$ cat config.mk
export PLATFORM = sky130hd
export DESIGN_NAME = video_capture_flat
export DESIGN_NICKNAME = d
export VERILOG_FILES = /design/src/rtl/video_capture_if.sv /design/src/rtl/video_capture.sv /design/src/flat_wrapper.sv
export SDC_FILE = /design/constraint.sdc
export NUM_CORES = 1
export LEC_CHECK = 0
export CORE_UTILIZATION = 51
export CTS_BUF_LIST = sky130_fd_sc_hd__clkbuf_8 sky130_fd_sc_hd__clkbuf_16
export DETAILED_ROUTE_END_ITERATION = 12
export PLACE_DENSITY_LB_ADDON = 0.2
export SYNTH_ARGS = -nofsm -noshare
export SYNTH_HDL_FRONTEND = slang
export SYNTH_SLANG_ARGS = --single-unit
$ cat constraint.sdc
create_clock -name pixel_clk -period 6.45 [get_ports pixel_clk]
set_clock_uncertainty 0.2 [all_clocks]
set_input_delay 1.29 -clock pixel_clk [delete_from_list [all_inputs] [get_ports pixel_clk]]
set_output_delay 1.29 -clock pixel_clk [all_outputs]
set_load 0.01 [all_outputs]
$ cat src/rtl/video_capture_if.sv
// rtl/video_capture_if.sv - video sink bus: raw timing/RGB in, tagged pixel stream and status out
//
// Purpose: groups the sampled video timing inputs and the coordinate-tagged
// pixel / status outputs of video_capture into one bundle.
// Signals:
//   HS, VS (active-low), BLANK (high = active), RGB[23:0]   : from video source
//   pix_valid, pix_x, pix_y, pix_data, sof, eol             : pixel stream
//   frame_done, line_err, frame_err, locked, frame_cnt,
//   err_cnt                                                 : geometry status
// Modports: master = video source / stream consumer, slave = video_capture.
interface video_capture_if #(
  parameter int HDISP = 800,
  parameter int VDISP = 480
);
  localparam int XW = $clog2(HDISP);
  localparam int YW = $clog2(VDISP);

  logic          HS;
  logic          VS;
  logic          BLANK;
  logic [23:0]   RGB;
  logic          pix_valid;
  logic [XW-1:0] pix_x;
  logic [YW-1:0] pix_y;
  logic [23:0]   pix_data;
  logic          sof;
  logic          eol;
  logic          frame_done;
  logic          line_err;
  logic          frame_err;
  logic          locked;
  logic [15:0]   frame_cnt;
  logic [15:0]   err_cnt;

  modport master (
    output HS, VS, BLANK, RGB,
    input  pix_valid, pix_x, pix_y, pix_data, sof, eol,
    input  frame_done, line_err, frame_err, locked, frame_cnt, err_cnt
  );

  modport slave (
    input  HS, VS, BLANK, RGB,
    output pix_valid, pix_x, pix_y, pix_data, sof, eol,
    output frame_done, line_err, frame_err, locked, frame_cnt, err_cnt
  );
endinterface

$ cat src/rtl/video_capture.sv
// rtl/video_capture.sv - video sink: pixel tagging, framing and geometry check
//
// Purpose: samples HS/VS/BLANK/RGB, emits a coordinate-tagged pixel stream and
// checks every line (HDISP active pixels) and frame (VDISP active lines).
// Ports:
//   pixel_clk : pixel clock
//   pixel_rst : asynchronous active-high reset
//   bus       : video_capture_if.slave (video inputs, pixel stream, status)
// Latency: input cycle n -> pixel outputs and pulses at cycle n+2.
module video_capture #(
  parameter int HDISP = 800,
  parameter int VDISP = 480
) (
  input  logic           pixel_clk,
  input  logic           pixel_rst,
  video_capture_if.slave bus
);
  localparam int XW  = $clog2(HDISP);
  localparam int YW  = $clog2(VDISP);
  localparam int XCW = $clog2(HDISP + 1);
  localparam int YCW = $clog2(VDISP + 1);
  localparam logic [XCW-1:0] X_END  = XCW'(HDISP);
  localparam logic [XCW-1:0] X_LAST = XCW'(HDISP - 1);
  localparam logic [YCW-1:0] Y_END  = YCW'(VDISP);

  localparam logic [0:0] S_SEARCH = 1'b0;
  localparam logic [0:0] S_FRAME  = 1'b1;

  // stage 1
  logic          r_s1_hs;
  logic          r_s1_vs;
  logic          r_s1_vs_d;
  logic          r_s1_blank;
  logic          r_s1_blank_d;
  logic [23:0]   r_s1_rgb;

  // framing state
  logic [0:0]     r_state;
  logic [XCW-1:0] r_x;
  logic [YCW-1:0] r_y;
  // counters saturate at the nominal size; these remember that the size was
  // exceeded so a too-long line/frame is not mistaken for a correct one
  logic           r_x_over;
  logic           r_y_over;

  // output stage
  logic          r_pix_valid;
  logic [XW-1:0] r_pix_x;
  logic [YW-1:0] r_pix_y;
  logic [23:0]   r_pix_data;
  logic          r_sof;
  logic          r_eol;
  logic          r_frame_done;
  logic          r_line_err;
  logic          r_frame_err;
  logic          r_locked;
  logic [15:0]   r_frame_cnt;
  logic [15:0]   r_err_cnt;

  logic           w_vs_fall;
  logic           w_blank_fall;
  logic           w_in_frame;
  logic           w_emit;
  logic           w_line_err;
  logic           w_frame_ok;
  logic           w_frame_err;
  logic [YCW-1:0] w_y_close;
  logic           w_y_over_close;
  logic [YCW-1:0] w_frame_y;
  logic           w_frame_over;
  logic [16:0]    w_err_sum;
  logic [15:0]    w_err_next;
  logic           w_hs_unused;

  // HS is captured for future use only; framing is driven by BLANK and VS
  assign w_hs_unused = r_s1_hs;

  always_comb begin
    w_vs_fall      = r_s1_vs_d & ~r_s1_vs;
    w_blank_fall   = r_s1_blank_d & ~r_s1_blank;
    w_in_frame     = (r_state == S_FRAME);
    w_emit         = w_in_frame & r_s1_blank & (r_x < X_END) & (r_y < Y_END);
    w_line_err     = w_in_frame & w_blank_fall & ((r_x != X_END) | r_x_over);
    w_y_close      = (r_y == Y_END) ? r_y : r_y + 1'b1;
    w_y_over_close = r_y_over | (r_y == Y_END);
    // a line closing together with VS is counted before the frame is judged
    w_frame_y      = w_blank_fall ? w_y_close : r_y;
    w_frame_over   = w_blank_fall ? w_y_over_close : r_y_over;
    w_frame_ok     = w_in_frame & w_vs_fall & (w_frame_y == Y_END) & ~w_frame_over;
    w_frame_err    = w_in_frame & w_vs_fall & ~((w_frame_y == Y_END) & ~w_frame_over);
    w_err_sum      = {1'b0, r_err_cnt} + 17'(w_line_err) + 17'(w_frame_err);
    w_err_next     = w_err_sum[16] ? 16'hFFFF : w_err_sum[15:0];
  end

  always_ff @(posedge pixel_clk or posedge pixel_rst) begin
    if (pixel_rst) begin
      r_s1_hs      <= 1'b1;
      r_s1_vs      <= 1'b1;
      r_s1_vs_d    <= 1'b1;
      r_s1_blank   <= 1'b0;
      r_s1_blank_d <= 1'b0;
      r_s1_rgb     <= '0;
      r_state      <= S_SEARCH;
      r_x          <= '0;
      r_y          <= '0;
      r_x_over     <= 1'b0;
      r_y_over     <= 1'b0;
      r_pix_valid  <= 1'b0;
      r_pix_x      <= '0;
      r_pix_y      <= '0;
      r_pix_data   <= '0;
      r_sof        <= 1'b0;
      r_eol        <= 1'b0;
      r_frame_done <= 1'b0;
      r_line_err   <= 1'b0;
      r_frame_err  <= 1'b0;
      r_locked     <= 1'b0;
      r_frame_cnt  <= '0;
      r_err_cnt    <= '0;
    end else begin
      r_s1_hs      <= bus.HS;
      r_s1_vs      <= bus.VS;
      r_s1_vs_d    <= r_s1_vs;
      r_s1_blank   <= bus.BLANK;
      r_s1_blank_d <= r_s1_blank;
      r_s1_rgb     <= bus.RGB;

      r_pix_valid  <= w_emit;
      r_sof        <= w_emit & (r_x == '0) & (r_y == '0);
      r_eol        <= w_emit & (r_x == X_LAST);
      if (w_emit) begin
        r_pix_x    <= r_x[XW-1:0];
        r_pix_y    <= r_y[YW-1:0];
        r_pix_data <= r_s1_rgb;
      end

      r_line_err   <= w_line_err;
      r_frame_err  <= w_frame_err;
      r_frame_done <= w_frame_ok;
      r_err_cnt    <= w_err_next;
      if (w_frame_ok) begin
        r_frame_cnt <= r_frame_cnt + 16'd1;
      end
      if (w_frame_ok) begin
        r_locked <= 1'b1;
      end else if (w_line_err | w_frame_err) begin
        r_locked <= 1'b0;
      end

      case (r_state)
        S_SEARCH: begin
          if (w_vs_fall) begin
            r_x      <= '0;
            r_y      <= '0;
            r_x_over <= 1'b0;
            r_y_over <= 1'b0;
            r_state  <= S_FRAME;
          end
        end
        default: begin
          if (r_s1_blank) begin
            if (r_x != X_END) begin
              r_x <= r_x + 1'b1;
            end else begin
              r_x_over <= 1'b1;
            end
          end
          if (w_blank_fall) begin
            r_x      <= '0;
            r_x_over <= 1'b0;
            r_y      <= w_y_close;
            r_y_over <= w_y_over_close;
          end
          if (w_vs_fall) begin
            r_x      <= '0;
            r_y      <= '0;
            r_x_over <= 1'b0;
            r_y_over <= 1'b0;
          end
        end
      endcase
    end
  end

  assign bus.pix_valid  = r_pix_valid;
  assign bus.pix_x      = r_pix_x;
  assign bus.pix_y      = r_pix_y;
  assign bus.pix_data   = r_pix_data;
  assign bus.sof        = r_sof;
  assign bus.eol        = r_eol;
  assign bus.frame_done = r_frame_done;
  assign bus.line_err   = r_line_err;
  assign bus.frame_err  = r_frame_err;
  assign bus.locked     = r_locked;
  assign bus.frame_cnt  = r_frame_cnt;
  assign bus.err_cnt    = r_err_cnt;
endmodule

$ cat src/flat_wrapper.sv
// flat-port wrapper written by rule: the top's interface ports become plain ports
module video_capture_flat 
#(
  parameter int HDISP = 800,
  parameter int VDISP = 480
)
  (pixel_clk, pixel_rst, bus_HS, bus_VS, bus_BLANK, bus_RGB, bus_pix_valid, bus_pix_x, bus_pix_y, bus_pix_data, bus_sof, bus_eol, bus_frame_done, bus_line_err, bus_frame_err, bus_locked, bus_frame_cnt, bus_err_cnt);
  video_capture_if #(.HDISP(HDISP), .VDISP(VDISP)) bus_i ();
  input  logic pixel_clk;
  input  logic pixel_rst;
  input wire logic [$bits(bus_i.HS)-1:0] bus_HS;
  input wire logic [$bits(bus_i.VS)-1:0] bus_VS;
  input wire logic [$bits(bus_i.BLANK)-1:0] bus_BLANK;
  input wire logic [$bits(bus_i.RGB)-1:0] bus_RGB;
  output wire logic [$bits(bus_i.pix_valid)-1:0] bus_pix_valid;
  output wire logic [$bits(bus_i.pix_x)-1:0] bus_pix_x;
  output wire logic [$bits(bus_i.pix_y)-1:0] bus_pix_y;
  output wire logic [$bits(bus_i.pix_data)-1:0] bus_pix_data;
  output wire logic [$bits(bus_i.sof)-1:0] bus_sof;
  output wire logic [$bits(bus_i.eol)-1:0] bus_eol;
  output wire logic [$bits(bus_i.frame_done)-1:0] bus_frame_done;
  output wire logic [$bits(bus_i.line_err)-1:0] bus_line_err;
  output wire logic [$bits(bus_i.frame_err)-1:0] bus_frame_err;
  output wire logic [$bits(bus_i.locked)-1:0] bus_locked;
  output wire logic [$bits(bus_i.frame_cnt)-1:0] bus_frame_cnt;
  output wire logic [$bits(bus_i.err_cnt)-1:0] bus_err_cnt;
  assign bus_i.HS = bus_HS;
  assign bus_i.VS = bus_VS;
  assign bus_i.BLANK = bus_BLANK;
  assign bus_i.RGB = bus_RGB;
  assign bus_pix_valid = bus_i.pix_valid;
  assign bus_pix_x = bus_i.pix_x;
  assign bus_pix_y = bus_i.pix_y;
  assign bus_pix_data = bus_i.pix_data;
  assign bus_sof = bus_i.sof;
  assign bus_eol = bus_i.eol;
  assign bus_frame_done = bus_i.frame_done;
  assign bus_line_err = bus_i.line_err;
  assign bus_frame_err = bus_i.frame_err;
  assign bus_locked = bus_i.locked;
  assign bus_frame_cnt = bus_i.frame_cnt;
  assign bus_err_cnt = bus_i.err_cnt;
  video_capture #(.HDISP(HDISP), .VDISP(VDISP)) u_core (.pixel_clk(pixel_clk), .pixel_rst(pixel_rst), .bus(bus_i));
endmodule
==> impl_metrics.py <==
metrics = {
    "status": {
        "status": "finished clean",
    },
    "pwr": {
        "p_comb_share_pct": 12.7,
        "internal_power_mw": 1.68,
        "p_sw_mw": 0.531,
        "seqPwrFrac_pct": 42.6,
        "ir_drop_uv": 261,
        "switching_share_pct": 24.0,
        "power_frac_clock_pct": 44.7,
        "powerDensity_nw_per_um2": 302,
        "leakagePower_nw": 3.36,
    },
    "clocking": {
        "cts_root_buffer": "clkbuf_8",
        "cts_hold_buf": 0,
        "cts_buffers": 17,
        "cts_setup_buffers": 0,
        "cts_num_sinks": 132,
        "clockBufferDepth": 2,
        "ctsResizeCount": 0,
        "clkTransAtPathRegs_ns": 0.06,
        "insertion_delay_ns": 0.51,
        "cts_tree": "done",
        "htree_levels": 4,
    },
    "placed_design": {
        "hpwlAfterDp_um": 7690,
        "place_ws_ns": 1.84,
        "io_buffers": 109,
        "dpl_cell_area_um2": 6700,
        "finalWeightedCongestion": 0.897,
    },
    "die": {
        "die_h_um": 106,
        "start_util_pct": 53.2,
        "row_count": 37,
        "pin_count": 111,
        "core_um2": 10400,
        "die_width_um": 106,
        "die_area_um2": 11300,
    },
    "sta": {
        "rsz0062_at_grt": "no",
        "slew_headroom_pct": 19.6,
        "final.setup.worst_slack_ns": 1.78,
        "layout_min_cycle_time_ns": 4.67,
        "final-setup-viol-count": 0,
        "fmax_mhz": 214,
        "hold_viol": 0,
        "min_period_over_period_pct": 72.5,
        "finalSetupTns_ns": 0,
        "slew_viol_final": 0,
        "tightest_slew_ns": 1.21,
    },
    "routing": {
        "first_iter_violations": 208,
        "drt-pass1-iter-count": 4,
        "postRouteAntennaNets": 0,
        "avgViaCountPerCell": 5.25,
        "wl_um": 11900,
        "via_count": 4161,
        "drcViolationCount": 0,
        "post_drt_wl_per_cell_um": 15.0,
    },
    "yosys": {
        "yosys-top-cells-count": "140 x nand2_1, 130 x dfrtp_1, 32 x nor2_1",
        "ys_ff_latch": 132,
        "synth.area.top_cells": "dfrtp_1 59%, nand2_1 9.5%, xnor2_1 4.3%, nand3_1 2.4%, nor2_1 2.2%",
        "ys.flop_type": "dfrtp_1",
        "yosys.cell_types.count": 51,
        "yosysTopAreaCell": "dfrtp_1",
        "ys_warn_count": 0,
        "avgSynthCellArea_um2": 10.3,
        "synth-seq-area-share_pct": 59.7,
        "yosysMostFrequentCell": "nand2_1",
        "synth_edf_count": 0,
        "yosysTopAreaCellShare_pct": 58.8,
        "syn_area_um2": 5540,
        "async_reset_ff_share_pct": 100,
        "synth_fp_nets": 574,
        "postSynthCellCount": 538,
    },
    "global_route": {
        "grt_pass1_wl_um": 20100,
        "grt_pass1_vias": 4159,
        "grtUsageTotal_pct": 23.0,
        "grt_max_degree": 88,
        "globalRouteOverflowTotal": 0,
        "antenna_found_initial": 0,
    },
    "setup_path": {
        "cp_cell_sequence": "inv_1, ha_1, or4b_4, o211a_1, o32ai_1, a2111oi_4, nor2_1, inv_1, fa_1, inv_1, ha_1, and3_1, and4_1, nand3_1, o21ai_0",
        "cpPeakStageDelay_ns": 0.51,
        "worstSetupPathDepth": 15,
        "cp.required_ns": 6.67,
        "critical_path.top_delay_family": "simple AND/OR/NAND/NOR gates",
        "end_kind": "flip-flop",
        "cp_common_cell": "inv_1",
        "slowest_stage": "or4b_4",
        "crit_path_max_fanout": 16,
        "r2r_cells": 15,
        "critPathKind": "flip-flop to flip-flop",
        "arrival_ns": 4.89,
        "critical_path_buf_inv_count": 3,
        "start_kind": "flip-flop",
    },
    "cells_and_area": {
        "fin_area_um2": 7320,
        "syn2layout_area_growth_pct": 32.3,
        "nNetsFinal": 679,
        "n_antenna_cell": 0,
        "drive_gt1_share_pct": 7.77,
    },
    "min_path": {
        "min_path_cells": 0,
        "hp-class": "flip-flop to flip-flop",
    },
    "flow_run": {
        "drv_cap": 0,
    },
}
[sequential cells by signal (all words and copies together), names as in the netlist]
| name | cells |
|---|---|
| u_core.r_s1_vs_d | 1 |
| u_core.bus.sof | 1 |
| u_core.r_y_over | 1 |
| u_core.r_s1_blank | 1 |
| u_core.r_s1_vs | 1 |
| u_core.bus.locked | 1 |
| u_core.r_y | 9 |
| u_core.bus.pix_valid | 1 |
| u_core.r_x | 10 |
| u_core.bus.frame_cnt | 16 |
| u_core.bus.pix_data | 24 |
| u_core.bus.pix_x | 10 |
| u_core.bus.frame_done | 1 |
| u_core.r_s1_rgb | 24 |
| u_core.r_state | 1 |
| u_core.bus.line_err | 1 |
| u_core.bus.err_cnt | 16 |
| u_core.r_s1_blank_d | 1 |
| u_core.r_x_over | 1 |
| u_core.bus.pix_y | 9 |
| u_core.bus.eol | 1 |
| u_core.bus.frame_err | 1 |
[cell usage in the layout (no fill, tap or decap), types with 4 or more instances in the layout]
cell type and instances:
nor3_1 7, xor2_1 9, o21ai_0 18, nand3_2 4, clkbuf_16 16, nand4_1 11
bufinv_16 4, inv_1 15, a21oi_1 9, clkinv_2 4, nor2_1 32, ha_1 6
and3_1 14, nand3_1 26, xnor2_1 27, nor2b_1 6, clkdlybuf4s50_1 109, nand2_1 140
dfrtp_1 130
[cells by family (layout without fill, tap and decap cells)]
group,after synthesis,after routing,synth area share [%]
simple gates,273,273,23.5
flops,132,132,59.7
compound gates,45,45,5.47
buf+inv,41,159,3.14
xor+xnor,36,36,5.70
fa+ha+maj,7,7,1.72
mux,4,4,0.814
[per-stage QoR]
stage | total power [mW] | cells | hold slack (ns) | util, %
6_report | 2.21 | 792 | 0.166 | 70.3
5_1_grt | 2.31 | 792 | 0.173 | 70.3
4_1_cts | 2.24 | 792 | 0.170 | 70.3
3_5_place_dp | 1.24 | 760 | 0.162 | 64.3
3_3_place_gp | 1.23 | 760 | 0.158 | 64.3
2_1_floorplan | 1.09 | 538 | 0.149 | -
[routing by layer]
metal | global-route usage, % | part of all wire, % | vias up
met1 | 31.6 | 45 | 2028
met5 | 0 | 0 | -
li1 | - | - | 2003
met4 | 9.03 | 2.0 | 0
met3 | 5.46 | 4.7 | 19
met2 | 35.4 | 48 | 111
[power by group through the flow]
stage	Clock [mW]	Combinational [mW]	Sequential [mW]
6_report	0.989	0.280	0.943
5_1_grt	1.05	0.312	0.951
4_1_cts	1.01	0.285	0.943
3_5_place_dp	0	0.282	0.954
3_3_place_gp	0	0.276	0.952
2_1_floorplan	0	0.127	0.964
[layout make-up]
type	instances	area, µm²
sequential	132	3310
fill	761	3090
multi-input combinational	365	2060
timing repair buffer	111	1110
clock buffer	19	442
clock inverter	13	181
tap	136	170
inverter	16	62.6
[final timing paths]
kind,start,endpoint,slack [ns]
max reg2reg,u_core.r_y[0],u_core.bus.err_cnt[10],1.78
min reg2reg,u_core.r_s1_vs,u_core.r_s1_vs_d,0.17
min in group asynchronous,pixel_rst,u_core.bus.err_cnt[12],1.20
min,u_core.r_s1_vs,u_core.r_s1_vs_d,0.17
max,u_core.r_y[0],u_core.bus.err_cnt[10],1.78
max in group asynchronous,pixel_rst,u_core.r_s1_rgb[17],3.71
Note: power is estimated with default switching activity, not from simulation.
